File: src/rtl/axi_pkg.sv
// Shared AXI definitions for the default slave: response codes, FSM state
// enums and a saturating counter helper.
package axi_pkg;

  localparam logic [1:0] RESP_OKAY   = 2'b00;
  localparam logic [1:0] RESP_DECERR = 2'b11;

  typedef enum logic [1:0] {
    W_IDLE = 2'd0,
    W_DATA = 2'd1,
    W_RESP = 2'd2
  } wr_state_t;

  typedef enum logic {
    R_IDLE = 1'b0,
    R_DATA = 1'b1
  } rd_state_t;

  // Add a small increment to a 16-bit counter, sticking at all-ones.
  function automatic logic [15:0] sat_add16(input logic [15:0] base, input logic [1:0] inc);
    logic [16:0] sum;
    sum = {1'b0, base} + {15'd0, inc};
    if (sum[16]) begin
      sat_add16 = 16'hFFFF;
    end else begin
      sat_add16 = sum[15:0];
    end
  endfunction

endpackage

File: src/rtl/axi_default_slave_if.sv
// AXI4 bus bundle seen by the default slave. The master modport is the
// interconnect side, the slave modport is the responder side.
interface axi_default_slave_if #(
  parameter int ID_W   = 8,
  parameter int DATA_W = 32,
  parameter int LEN_W  = 4
);

  logic [ID_W-1:0]     AWID;
  logic [31:0]         AWADDR;
  logic [LEN_W-1:0]    AWLEN;
  logic [2:0]          AWSIZE;
  logic [1:0]          AWBURST;
  logic                AWVALID;
  logic                AWREADY;

  logic [DATA_W-1:0]   WDATA;
  logic [DATA_W/8-1:0] WSTRB;
  logic                WLAST;
  logic                WVALID;
  logic                WREADY;

  logic [ID_W-1:0]     BID;
  logic [1:0]          BRESP;
  logic                BVALID;
  logic                BREADY;

  logic [ID_W-1:0]     ARID;
  logic [31:0]         ARADDR;
  logic [LEN_W-1:0]    ARLEN;
  logic [2:0]          ARSIZE;
  logic [1:0]          ARBURST;
  logic                ARVALID;
  logic                ARREADY;

  logic [ID_W-1:0]     RID;
  logic [DATA_W-1:0]   RDATA;
  logic [1:0]          RRESP;
  logic                RLAST;
  logic                RVALID;
  logic                RREADY;

  modport master (
    output AWID, AWADDR, AWLEN, AWSIZE, AWBURST, AWVALID,
    input  AWREADY,
    output WDATA, WSTRB, WLAST, WVALID,
    input  WREADY,
    input  BID, BRESP, BVALID,
    output BREADY,
    output ARID, ARADDR, ARLEN, ARSIZE, ARBURST, ARVALID,
    input  ARREADY,
    input  RID, RDATA, RRESP, RLAST, RVALID,
    output RREADY
  );

  modport slave (
    input  AWID, AWADDR, AWLEN, AWSIZE, AWBURST, AWVALID,
    output AWREADY,
    input  WDATA, WSTRB, WLAST, WVALID,
    output WREADY,
    output BID, BRESP, BVALID,
    input  BREADY,
    input  ARID, ARADDR, ARLEN, ARSIZE, ARBURST, ARVALID,
    output ARREADY,
    output RID, RDATA, RRESP, RLAST, RVALID,
    input  RREADY
  );

endinterface

File: src/rtl/axi_default_slave.sv
// AXI4 default slave: terminates every unmapped access with DECERR.
// Writes drain W beats until WLAST then return one B; reads return ARLEN+1
// zero-data beats. One outstanding transaction per direction; read and write
// run independently. All READY/VALID outputs decode registered state only.
// Optional build macro AXI_DEFSLV_ERRLOG_EN adds err_addr/err_is_wr/err_cnt,
// logging the last accepted address (AW wins a same-cycle tie) and a
// saturating count of accepted requests.
module axi_default_slave
  import axi_pkg::*;
#(
  parameter int ID_W   = 8,
  parameter int DATA_W = 32,
  parameter int LEN_W  = 4
) (
  input  logic               clk,
  input  logic               rst,
  axi_default_slave_if.slave s_axi
`ifdef AXI_DEFSLV_ERRLOG_EN
  ,
  output logic [31:0]        err_addr,
  output logic               err_is_wr,
  output logic [15:0]        err_cnt
`endif
);

  wr_state_t        wr_state_q, wr_state_d;
  logic [ID_W-1:0]  wr_id_q, wr_id_d;

  rd_state_t        rd_state_q, rd_state_d;
  logic [ID_W-1:0]  rd_id_q, rd_id_d;
  logic [LEN_W-1:0] rd_cnt_q, rd_cnt_d;

  logic aw_hs_s;
  logic ar_hs_s;

  // Address handshakes: ready is simply "channel idle".
  assign aw_hs_s = s_axi.AWVALID && (wr_state_q == W_IDLE);
  assign ar_hs_s = s_axi.ARVALID && (rd_state_q == R_IDLE);

  // Payload and attribute fields that a DECERR responder never looks at.
  logic unused_fields_s;
  assign unused_fields_s = ^{s_axi.AWADDR, s_axi.AWLEN, s_axi.AWSIZE, s_axi.AWBURST,
                             s_axi.WDATA, s_axi.WSTRB, s_axi.ARADDR, s_axi.ARSIZE,
                             s_axi.ARBURST};

  // ---------------------------------------------------------------- write
  // Write FSM state and latched AWID.
  always_ff @(posedge clk) begin
    if (rst) begin
      wr_state_q <= W_IDLE;
      wr_id_q    <= '0;
    end else begin
      wr_state_q <= wr_state_d;
      wr_id_q    <= wr_id_d;
    end
  end

  // Write next-state: accept AW, drain W until WLAST, hold B until BREADY.
  always_comb begin
    wr_state_d = wr_state_q;
    wr_id_d    = wr_id_q;
    case (wr_state_q)
      W_IDLE: begin
        if (aw_hs_s) begin
          wr_state_d = W_DATA;
          wr_id_d    = s_axi.AWID;
        end else begin
          wr_state_d = W_IDLE;
        end
      end
      W_DATA: begin
        if (s_axi.WVALID && s_axi.WLAST) begin
          wr_state_d = W_RESP;
        end else begin
          wr_state_d = W_DATA;
        end
      end
      W_RESP: begin
        if (s_axi.BREADY) begin
          wr_state_d = W_IDLE;
        end else begin
          wr_state_d = W_RESP;
        end
      end
      default: begin
        wr_state_d = W_IDLE;
      end
    endcase
  end

  // Write channel outputs decoded from the registered state.
  always_comb begin
    s_axi.AWREADY = (wr_state_q == W_IDLE);
    s_axi.WREADY  = (wr_state_q == W_DATA);
    s_axi.BVALID  = (wr_state_q == W_RESP);
    s_axi.BID     = wr_id_q;
    if (wr_state_q == W_RESP) begin
      s_axi.BRESP = RESP_DECERR;
    end else begin
      s_axi.BRESP = RESP_OKAY;
    end
  end

  // ----------------------------------------------------------------- read
  // Read FSM state, latched ARID and remaining-beat counter.
  always_ff @(posedge clk) begin
    if (rst) begin
      rd_state_q <= R_IDLE;
      rd_id_q    <= '0;
      rd_cnt_q   <= '0;
    end else begin
      rd_state_q <= rd_state_d;
      rd_id_q    <= rd_id_d;
      rd_cnt_q   <= rd_cnt_d;
    end
  end

  // Read next-state: counter stops at zero, so it never wraps.
  always_comb begin
    rd_state_d = rd_state_q;
    rd_id_d    = rd_id_q;
    rd_cnt_d   = rd_cnt_q;
    case (rd_state_q)
      R_IDLE: begin
        if (ar_hs_s) begin
          rd_state_d = R_DATA;
          rd_id_d    = s_axi.ARID;
          rd_cnt_d   = s_axi.ARLEN;
        end else begin
          rd_state_d = R_IDLE;
        end
      end
      R_DATA: begin
        if (s_axi.RREADY) begin
          if (rd_cnt_q == '0) begin
            rd_state_d = R_IDLE;
          end else begin
            rd_cnt_d = rd_cnt_q - LEN_W'(1);
          end
        end else begin
          rd_state_d = R_DATA;
        end
      end
      default: begin
        rd_state_d = R_IDLE;
      end
    endcase
  end

  // Read channel outputs decoded from the registered state.
  always_comb begin
    s_axi.ARREADY = (rd_state_q == R_IDLE);
    s_axi.RVALID  = (rd_state_q == R_DATA);
    s_axi.RID     = rd_id_q;
    s_axi.RDATA   = {DATA_W{1'b0}};
    if (rd_state_q == R_DATA) begin
      s_axi.RRESP = RESP_DECERR;
      s_axi.RLAST = (rd_cnt_q == '0);
    end else begin
      s_axi.RRESP = RESP_OKAY;
      s_axi.RLAST = 1'b0;
    end
  end

`ifdef AXI_DEFSLV_ERRLOG_EN
  // ------------------------------------------------------------ error log
  logic [31:0] err_addr_q, err_addr_d;
  logic        err_is_wr_q, err_is_wr_d;
  logic [15:0] err_cnt_q, err_cnt_d;

  // Error log registers.
  always_ff @(posedge clk) begin
    if (rst) begin
      err_addr_q  <= 32'd0;
      err_is_wr_q <= 1'b0;
      err_cnt_q   <= 16'd0;
    end else begin
      err_addr_q  <= err_addr_d;
      err_is_wr_q <= err_is_wr_d;
      err_cnt_q   <= err_cnt_d;
    end
  end

  // Capture the accepted address (write wins a tie) and count both requests.
  always_comb begin
    err_addr_d  = err_addr_q;
    err_is_wr_d = err_is_wr_q;
    if (aw_hs_s) begin
      err_addr_d  = s_axi.AWADDR;
      err_is_wr_d = 1'b1;
    end else if (ar_hs_s) begin
      err_addr_d  = s_axi.ARADDR;
      err_is_wr_d = 1'b0;
    end else begin
      err_addr_d  = err_addr_q;
      err_is_wr_d = err_is_wr_q;
    end
    err_cnt_d = sat_add16(err_cnt_q, {1'b0, aw_hs_s} + {1'b0, ar_hs_s});
  end

  assign err_addr  = err_addr_q;
  assign err_is_wr = err_is_wr_q;
  assign err_cnt   = err_cnt_q;
`endif

endmodule
File: src/flat_wrapper.sv
// flat-port wrapper written by rule: the top's interface ports become plain ports
module axi_default_slave_flat import axi_pkg::*;
#(
  parameter int ID_W   = 8,
  parameter int DATA_W = 32,
  parameter int LEN_W  = 4
)
  (clk, rst, s_axi_AWID, s_axi_AWADDR, s_axi_AWLEN, s_axi_AWSIZE, s_axi_AWBURST, s_axi_AWVALID, s_axi_AWREADY, s_axi_WDATA, s_axi_WSTRB, s_axi_WLAST, s_axi_WVALID, s_axi_WREADY, s_axi_BID, s_axi_BRESP, s_axi_BVALID, s_axi_BREADY, s_axi_ARID, s_axi_ARADDR, s_axi_ARLEN, s_axi_ARSIZE, s_axi_ARBURST, s_axi_ARVALID, s_axi_ARREADY, s_axi_RID, s_axi_RDATA, s_axi_RRESP, s_axi_RLAST, s_axi_RVALID, s_axi_RREADY);
  axi_default_slave_if #(.ID_W(ID_W), .DATA_W(DATA_W), .LEN_W(LEN_W)) s_axi_i ();
  input  logic clk;
  input  logic rst;
  input wire logic [$bits(s_axi_i.AWID)-1:0] s_axi_AWID;
  input wire logic [$bits(s_axi_i.AWADDR)-1:0] s_axi_AWADDR;
  input wire logic [$bits(s_axi_i.AWLEN)-1:0] s_axi_AWLEN;
  input wire logic [$bits(s_axi_i.AWSIZE)-1:0] s_axi_AWSIZE;
  input wire logic [$bits(s_axi_i.AWBURST)-1:0] s_axi_AWBURST;
  input wire logic [$bits(s_axi_i.AWVALID)-1:0] s_axi_AWVALID;
  output wire logic [$bits(s_axi_i.AWREADY)-1:0] s_axi_AWREADY;
  input wire logic [$bits(s_axi_i.WDATA)-1:0] s_axi_WDATA;
  input wire logic [$bits(s_axi_i.WSTRB)-1:0] s_axi_WSTRB;
  input wire logic [$bits(s_axi_i.WLAST)-1:0] s_axi_WLAST;
  input wire logic [$bits(s_axi_i.WVALID)-1:0] s_axi_WVALID;
  output wire logic [$bits(s_axi_i.WREADY)-1:0] s_axi_WREADY;
  output wire logic [$bits(s_axi_i.BID)-1:0] s_axi_BID;
  output wire logic [$bits(s_axi_i.BRESP)-1:0] s_axi_BRESP;
  output wire logic [$bits(s_axi_i.BVALID)-1:0] s_axi_BVALID;
  input wire logic [$bits(s_axi_i.BREADY)-1:0] s_axi_BREADY;
  input wire logic [$bits(s_axi_i.ARID)-1:0] s_axi_ARID;
  input wire logic [$bits(s_axi_i.ARADDR)-1:0] s_axi_ARADDR;
  input wire logic [$bits(s_axi_i.ARLEN)-1:0] s_axi_ARLEN;
  input wire logic [$bits(s_axi_i.ARSIZE)-1:0] s_axi_ARSIZE;
  input wire logic [$bits(s_axi_i.ARBURST)-1:0] s_axi_ARBURST;
  input wire logic [$bits(s_axi_i.ARVALID)-1:0] s_axi_ARVALID;
  output wire logic [$bits(s_axi_i.ARREADY)-1:0] s_axi_ARREADY;
  output wire logic [$bits(s_axi_i.RID)-1:0] s_axi_RID;
  output wire logic [$bits(s_axi_i.RDATA)-1:0] s_axi_RDATA;
  output wire logic [$bits(s_axi_i.RRESP)-1:0] s_axi_RRESP;
  output wire logic [$bits(s_axi_i.RLAST)-1:0] s_axi_RLAST;
  output wire logic [$bits(s_axi_i.RVALID)-1:0] s_axi_RVALID;
  input wire logic [$bits(s_axi_i.RREADY)-1:0] s_axi_RREADY;
  assign s_axi_i.AWID = s_axi_AWID;
  assign s_axi_i.AWADDR = s_axi_AWADDR;
  assign s_axi_i.AWLEN = s_axi_AWLEN;
  assign s_axi_i.AWSIZE = s_axi_AWSIZE;
  assign s_axi_i.AWBURST = s_axi_AWBURST;
  assign s_axi_i.AWVALID = s_axi_AWVALID;
  assign s_axi_AWREADY = s_axi_i.AWREADY;
  assign s_axi_i.WDATA = s_axi_WDATA;
  assign s_axi_i.WSTRB = s_axi_WSTRB;
  assign s_axi_i.WLAST = s_axi_WLAST;
  assign s_axi_i.WVALID = s_axi_WVALID;
  assign s_axi_WREADY = s_axi_i.WREADY;
  assign s_axi_BID = s_axi_i.BID;
  assign s_axi_BRESP = s_axi_i.BRESP;
  assign s_axi_BVALID = s_axi_i.BVALID;
  assign s_axi_i.BREADY = s_axi_BREADY;
  assign s_axi_i.ARID = s_axi_ARID;
  assign s_axi_i.ARADDR = s_axi_ARADDR;
  assign s_axi_i.ARLEN = s_axi_ARLEN;
  assign s_axi_i.ARSIZE = s_axi_ARSIZE;
  assign s_axi_i.ARBURST = s_axi_ARBURST;
  assign s_axi_i.ARVALID = s_axi_ARVALID;
  assign s_axi_ARREADY = s_axi_i.ARREADY;
  assign s_axi_RID = s_axi_i.RID;
  assign s_axi_RDATA = s_axi_i.RDATA;
  assign s_axi_RRESP = s_axi_i.RRESP;
  assign s_axi_RLAST = s_axi_i.RLAST;
  assign s_axi_RVALID = s_axi_i.RVALID;
  assign s_axi_i.RREADY = s_axi_RREADY;
  axi_default_slave #(.ID_W(ID_W), .DATA_W(DATA_W), .LEN_W(LEN_W)) u_core (.clk(clk), .rst(rst), .s_axi(s_axi_i));
endmodule
File: config.mk
export PLATFORM = sky130hd
export DESIGN_NAME = axi_default_slave_flat
export DESIGN_NICKNAME = d
export VERILOG_FILES = /design/src/rtl/axi_pkg.sv /design/src/rtl/axi_default_slave_if.sv /design/src/rtl/axi_default_slave.sv /design/src/flat_wrapper.sv
export SDC_FILE = /design/constraint.sdc
export NUM_CORES = 1
export LEC_CHECK = 0
export ABC_AREA = 1
export CAP_MARGIN = 20
export CORE_AREA = 10 10 90 92
export CTS_CLUSTER_SIZE = 8
export DETAILED_ROUTE_END_ITERATION = 16
export DIE_AREA = 0 0 100 102
export PLACE_DENSITY_LB_ADDON = 0.08
export SETUP_SLACK_MARGIN = 0.15
export SLEW_MARGIN = 40
export SYNTH_ARGS = -nofsm -noshare
export SYNTH_HDL_FRONTEND = slang
export SYNTH_SLANG_ARGS = --single-unit
File: constraint.sdc
create_clock -name clk -period 1.2 [get_ports clk]
set_input_delay 0.36 -clock clk [delete_from_list [all_inputs] [get_ports clk]]
set_output_delay 0.36 -clock clk [all_outputs]
set_load 0.005 [all_outputs]
==> results.md, run 1 <==
* Outcome: finished with violations
* Violated checks: setup timing
* Kind of critical path: reg2out
* Max Buffers Root-to-Sink at 2
* H-tree depth at 1
* Setup_tns at -1620 ps
* CP Data Arrival Time at 1060 ps
* Total number of vias at 1244
* Io pins at 200
* Worst hold path type: in2reg
* Setup violations, final at 21
* GRT Util Overall at 0.0734
* Min Tclk post-route at 1420 ps
* FP Rows at 29
* Core area at 6280 sq um
* Number of cells produced by synthesis at 168
* Gpl congestion at 0.756
* Util after Layout at 0.378
* Reg-to-reg slack, setup at -160 ps
* Reg power frac at 0.391
* Worst skew pair latency at 270 ps
* Synth-to-layout area growth at 91.1%
* Cells after DPL at 311
* Worst vdd ir at 437 uV
* Fillers at 666
* Clk slew on worst S/H paths at 90 ps
* Initial Util at 0.198
* Worst R2R Start: u_core.rd_cnt_q[1]$_SDFFE_PP0P_
* Die area at 10200 sq um
* Multi-input gate area at 792 sq um
* Drt drc at 0
* Clk pwr share at 0.221
* Crit end category: output pin
* Terminus of the critical flop-to-flop path: u_core.rd_cnt_q[3]$_SDFFE_PP0P_
* Antenna violations before repair at 0
* Ranking of synthesized cells by area: dfxtp_1, buf_4, nor2_1, o21ai_0, inv_1
* Hold Buf Count CTS at 0
* ANT cells at 0
* CP startpoint kind: flop
* Top cell type by total area after synthesis: dfxtp_1
* Number of synthesized register bits at 23
* RSZ-0062 raised after global routing: yes
* DR WL/cell at 12.5 um
* Die Width at 100 um
* Worst hold endpoint: u_core.wr_state_q[0]$_SDFF_PP0_
* Final Hold Slack at 427 ps
* Die Span Y at 102 um
* Most common cell after layout, fill and taps aside: conb_1
* Most frequent cells in the layout: conb_1, buf_6, nor2_1
* Period utilization at 1.18
* Req. time, crit path at 840 ps
* DR top layer: met4
* Max stage delay on crit path at 330 ps
* WL met3 at 416 um
* Final WS setup at -218 ps
* Number of port buffers at 53
* Sequential-to-total area share from yosys stat at 0.371
* Final Hold Fails at 0
* Number of global-route vias before repair at 1288
* Sw Share at 0.314
* Starting DRT DRC Count at 16
* Power Density at 977 nW/um^2
* Post-synth top area share at 0.371
* Root buffer cell: clkbuf_8
* Avg Cell Area, Syn at 7.38 sq um
* WL final at 4150 um
* Nets at 399
* Psw at 727 uW
* First-pass iteration count of the detailed router at 6
* First-pass GRT wire length at 6100 um
* Combinational power share at 0.389
* Fmax achieved at 705 MHz
* P_int at 1.59 mW
* Via density at 3.76
* Layout cells sized above 1 at 0.539
* Post-route ant nets at 0
* Hold path cells at 3
* Cts bufs inserted at 3
* Yosys cell types at 19
* Storage cell area at 494 sq um
* Reg2Reg Depth at 11
* Slew Viols, Final at 0
* Total power at 2.32 mW
* Synthesized area at 1240 sq um
* Met2 routed WL at 1970 um
* M1 WL at 1750 um
* Clock sink total at 23
* Yosys synthesis warning count at 0
* Grt total ovfl at 0
* Final std cells w/o fill at 331
* Max-cap violations at 0
* Leak at 1.09 nW
* Cells along the critical path: inv_2, ha_4, nand3_4, nor2_2, buf_2
* Worst hold start: rst
* CTS tree: done
* DP HPWL at 3040 um
* Largest net degree at the start of global routing at 21
* Worst Path Max Fanout at 2
* Slowest CP cell: dfxtp_2
* Clk_skew at 2.04 ps
how the worst max path moves through the flow:
| stage | to | start |
|---|---|---|
| 2_1_floorplan | s_axi_RLAST | u_core.rd_cnt_q[0]$_SDFFE_PP0P_ |
| 3_3_place_gp | s_axi_RLAST | u_core.rd_cnt_q[0]$_SDFFE_PP0P_ |
| 3_5_place_dp | s_axi_RLAST | u_core.rd_cnt_q[0]$_SDFFE_PP0P_ |
| 4_1_cts | s_axi_RLAST | u_core.rd_cnt_q[1]$_SDFFE_PP0P_ |
| 5_1_grt | s_axi_RLAST | u_core.rd_cnt_q[0]$_SDFFE_PP0P_ |
| 6_report | s_axi_RLAST | u_core.rd_cnt_q[1]$_SDFFE_PP0P_ |
power groups by stage:
stage	Sequential [mW]	Clock [mW]	Combinational, mW
2_1_floorplan	0.898	0	0.341
3_3_place_gp	0.891	0	0.667
3_5_place_dp	0.891	0	0.661
4_1_cts	0.890	0.543	0.728
5_1_grt	0.915	0.572	0.995
6_report	0.904	0.511	0.900
state kept, by name (all words and copies together) (netlist names):
signal,cells
u_core.s_axi.BID,8
u_core.s_axi.RID,8
u_core.rd_cnt_q,4
u_core.wr_state_q,2
u_core.s_axi.RVALID,1
final cells by class:
type | count | share of cell area
Clock inverter | 1 | 0.00211
Sequential cell | 23 | 0.209
Timing Repair Buffer | 88 | 0.365
Multi-Input combinational cell | 125 | 0.334
Inverter | 14 | 0.0322
Tap cell | 77 | 0.0407
Clock buffer | 3 | 0.0174
Yosys cell counts:
| library cell | count |
|---|---|
| clkbuf_1 | 1 |
| nand2_4 | 1 |
| buf_1 | 1 |
| a21oi_2 | 1 |
| inv_2 | 3 |
| nand2_1 | 10 |
| inv_1 | 11 |
| dfxtp_1 | 23 |
| a21oi_1 | 3 |
| nand2_2 | 3 |
| ha_1 | 2 |
| o221ai_1 | 1 |
| nand3_1 | 6 |
| nand2_8 | 1 |
| buf_4 | 36 |
| or2_2 | 1 |
| nor2_1 | 41 |
| o21ai_0 | 22 |
| conb_1 | 1 |
logic make-up (layout without fill, tap and decap cells):
| group | count (synthesis) | count (layout) | synth area share |
|---|---|---|---|
| AOI/OAI and AO/OA | 27 | 27 | 0.115 |
| adders and majority gates | 2 | 2 | 0.0202 |
| buffers and inverters | 52 | 106 | 0.266 |
| DFF | 23 | 23 | 0.371 |
| other | 1 | 32 | 0.00302 |
| and+or+nand+nor | 63 | 64 | 0.224 |
repair_timing:
item	4_1_cts	5_1_grt
buffers inserted	8	6
endpoints found under the setup margin	47	49
gates cloned	0	2
gates resized for setup	160	68
pin swaps	9	26
per-stage QoR:
| step | instance area [sq um] | setup slack [ps] |
|---|---|---|
| floorplan | 1390 | 147 |
| global placement | 1900 | -359 |
| detailed placement | 1900 | -358 |
| CTS | 2050 | -236 |
| global route | 2370 | -266 |
| finish | 2370 | -218 |
critical path, delay by kind of cell, from the launching register on:
family | cells | cell delay, ps
flops | 1 | 330
simple gates | 2 | 140
fa+ha+maj | 1 | 140
buf+inv | 2 | 190
layer usage:
metal	vias to the layer above	track usage
met2	61	0.121
met4	0	0.0163
met5	-	0
met3	2	0.0398
li1	634	-
met1	547	0.0816
(Power assumes the default switching activity.)
==> run 2: changes to the inputs <==
--- a/config.mk
+++ b/config.mk
@@ -12,7 +12,6 @@
 export DETAILED_ROUTE_END_ITERATION = 16
 export DIE_AREA = 0 0 100 102
 export PLACE_DENSITY_LB_ADDON = 0.08
-export SETUP_SLACK_MARGIN = 0.15
 export SLEW_MARGIN = 40
 export SYNTH_ARGS = -nofsm -noshare
 export SYNTH_HDL_FRONTEND = slang
==> run 2 against run 1 <==
Against the previous run: die area unchanged; critical path type unchanged; power decreased by 11%; non-clock buffer count decreased by 7; final area decreased by 13%; the flow still finishes with violations (setup timing); wire length decreased by 6.7%; combinational power decreased by 23%; largest cell class unchanged; setup slack improved by 4.6 ps.
==> results.md, run 2 (same netlist as run 1, synthesis figures left out) <==
* Outcome: finished with violations
* Violated checks: setup timing
* Sw Share at 0.295
* CP Data Arrival Time at 1050 ps
* Combinational power share at 0.334
* Worst hold start: u_core.s_axi.RID[1]$_SDFFE_PP0P_
* Number of port buffers at 53
* Grt total ovfl at 0
* ANT cells at 0
* Final WS setup at -214 ps
* CP startpoint kind: flop
* Die Span Y at 102 um
* FP Rows at 29
* Min Tclk post-route at 1410 ps
* Kind of critical path: reg2out
* Final Hold Fails at 0
* Worst hold path type: reg2reg
* Largest net degree at the start of global routing at 21
* Cts bufs inserted at 3
* Worst hold endpoint: u_core.s_axi.RID[1]$_SDFFE_PP0P_
* Most frequent cells in the layout: nor2_1, conb_1, clkdlybuf4s50_1
* Max-cap violations at 0
* Die Width at 100 um
* Leak at 0.958 nW
* Critical Path Source: u_core.rd_cnt_q[1]$_SDFFE_PP0P_
* Setup violations, final at 6
* P_int at 1.46 mW
* Terminus of the critical flop-to-flop path: u_core.rd_cnt_q[3]$_SDFFE_PP0P_
* GRT Util Overall at 0.0719
* Crit end category: output pin
* Clk pwr share at 0.237
* Clock sink total at 23
* Worst R2R Start: u_core.rd_cnt_q[1]$_SDFFE_PP0P_
* Total number of vias at 1179
* H-tree depth at 1
* Nets at 391
* DR WL/cell at 12.0 um
* Clk slew on worst S/H paths at 90 ps
* Worst skew pair latency at 260 ps
* CTS tree: done
* Psw at 609 uW
* Layout cells sized above 1 at 0.415
* Reg2Reg Depth at 9
* Cells after DPL at 307
* Reg power frac at 0.428
* Worst Path Max Fanout at 2
* Clk_skew at 2.27 ps
* Power Density at 1000 nW/um^2
* Hold Buf Count CTS at 0
* Slew Viols, Final at 0
* Reg-to-reg slack, setup at 20 ps
* Req. time, crit path at 840 ps
* Most common cell after layout, fill and taps aside: nor2_1
* WL final at 3870 um
* Drt drc at 0
* Io pins at 200
* Synth-to-layout area growth at 66.0%
* Core area at 6280 sq um
* Antenna violations before repair at 0
* Final std cells w/o fill at 323
* Root buffer cell: clkbuf_8
* Die area at 10200 sq um
* DP HPWL at 3000 um
* Max Buffers Root-to-Sink at 2
* Number of global-route vias before repair at 1237
* Period utilization at 1.18
* First-pass iteration count of the detailed router at 3
* Gpl congestion at 0.670
* Util after Layout at 0.328
* Worst vdd ir at 404 uV
* Fmax achieved at 707 MHz
* Post-route ant nets at 0
* Via density at 3.65
* Starting DRT DRC Count at 23
* First-pass GRT wire length at 6020 um
* RSZ-0062 raised after global routing: yes
* Hold path cells at 2
* Initial Util at 0.198
-- run 2: cell types whose count changed in the layout (fill, tap and decap cells not counted), sizes merged --
cell,previous run,this run
clkbuf,4,14
clkdlybuf4s50,24,26
nand2,16,15
clkdlybuf4s15,0,5
buf,60,39
inv,12,13
dlymetal6s2s,2,0
clkinv,2,0
-- run 2: metal layers --
layer | track usage | vias up | wire length (um)
li1 | - | 619 | -
met1 | 0.0843 | 503 | 1740
met2 | 0.109 | 55 | 1660
met3 | 0.0405 | 2 | 469
met4 | 0.0228 | 0 | 8
met5 | 0 | - | 0
-- run 2: layout make-up --
type / count / area (sq um)
Clock buffer: 4 / 45.0
Fill cell: 709 / 4220
Inverter: 14 / 63.8
Multi-Input combinational cell: 124 / 646
Sequential cell: 23 / 488
Tap cell: 77 / 96.3
Timing Repair Buffer: 81 / 719
-- run 2: worst max path at each step --
stage | cells past startpoint | endpoint | slack (ps)
final | 5 | s_axi_RLAST | -210
after global routing | 5 | s_axi_RLAST | -310
after CTS | 5 | s_axi_RLAST | -260
after detailed placement | 5 | s_axi_RLAST | -400
after global placement | 5 | s_axi_RLAST | -380
after floorplan | 4 | s_axi_RLAST | 70
-- run 2: through the flow --
step | setup slack, ps | total power, mW | hold WS, ps | instance area (sq um) | TNS [ps]
after floorplan | 68.8 | 1.21 | 422 | 1360 | 0
after global placement | -384 | 1.52 | 468 | 1850 | -7570
after detailed placement | -400 | 1.51 | 470 | 1850 | -7200
after CTS | -261 | 2.05 | 481 | 2010 | -791
after global routing | -305 | 2.23 | 496 | 2060 | -1540
final | -214 | 2.07 | 466 | 2060 | -746
-- run 2: critical path, stage by stage (launching register included) --
cell     delay (ps)
dfxtp_2         330
inv_2            70
ha_4            140
nand3_4          60
nor2_2           80
buf_2           110
-- run 2: what timing repair did --
item                       CTS  global route
pin swaps                    7            10
gates cloned                 0             0
resized for setup          114            42
setup buffers                9             4
setup endpoints to repair   38            35
-- run 2: power by group through the flow --
stage          registers, mW  clock network [mW]  logic [mW]
2_1_floorplan          0.896                   0       0.315
3_3_place_gp           0.886                   0       0.629
3_5_place_dp           0.886                   0       0.625
4_1_cts                0.880               0.524       0.647
5_1_grt                0.895               0.561       0.779
6_report               0.885               0.490       0.690
==> run 3: changes to the inputs <==
--- a/config.mk
+++ b/config.mk
@@ -11,6 +11,7 @@
 export CTS_CLUSTER_SIZE = 8
 export DETAILED_ROUTE_END_ITERATION = 16
 export DIE_AREA = 0 0 100 102
+export GPL_ROUTABILITY_DRIVEN = 0
 export PLACE_DENSITY_LB_ADDON = 0.08
 export SLEW_MARGIN = 40
 export SYNTH_ARGS = -nofsm -noshare
==> results of run 3 <==
The final DEF is identical to that of run 2; final timing and power are the same.
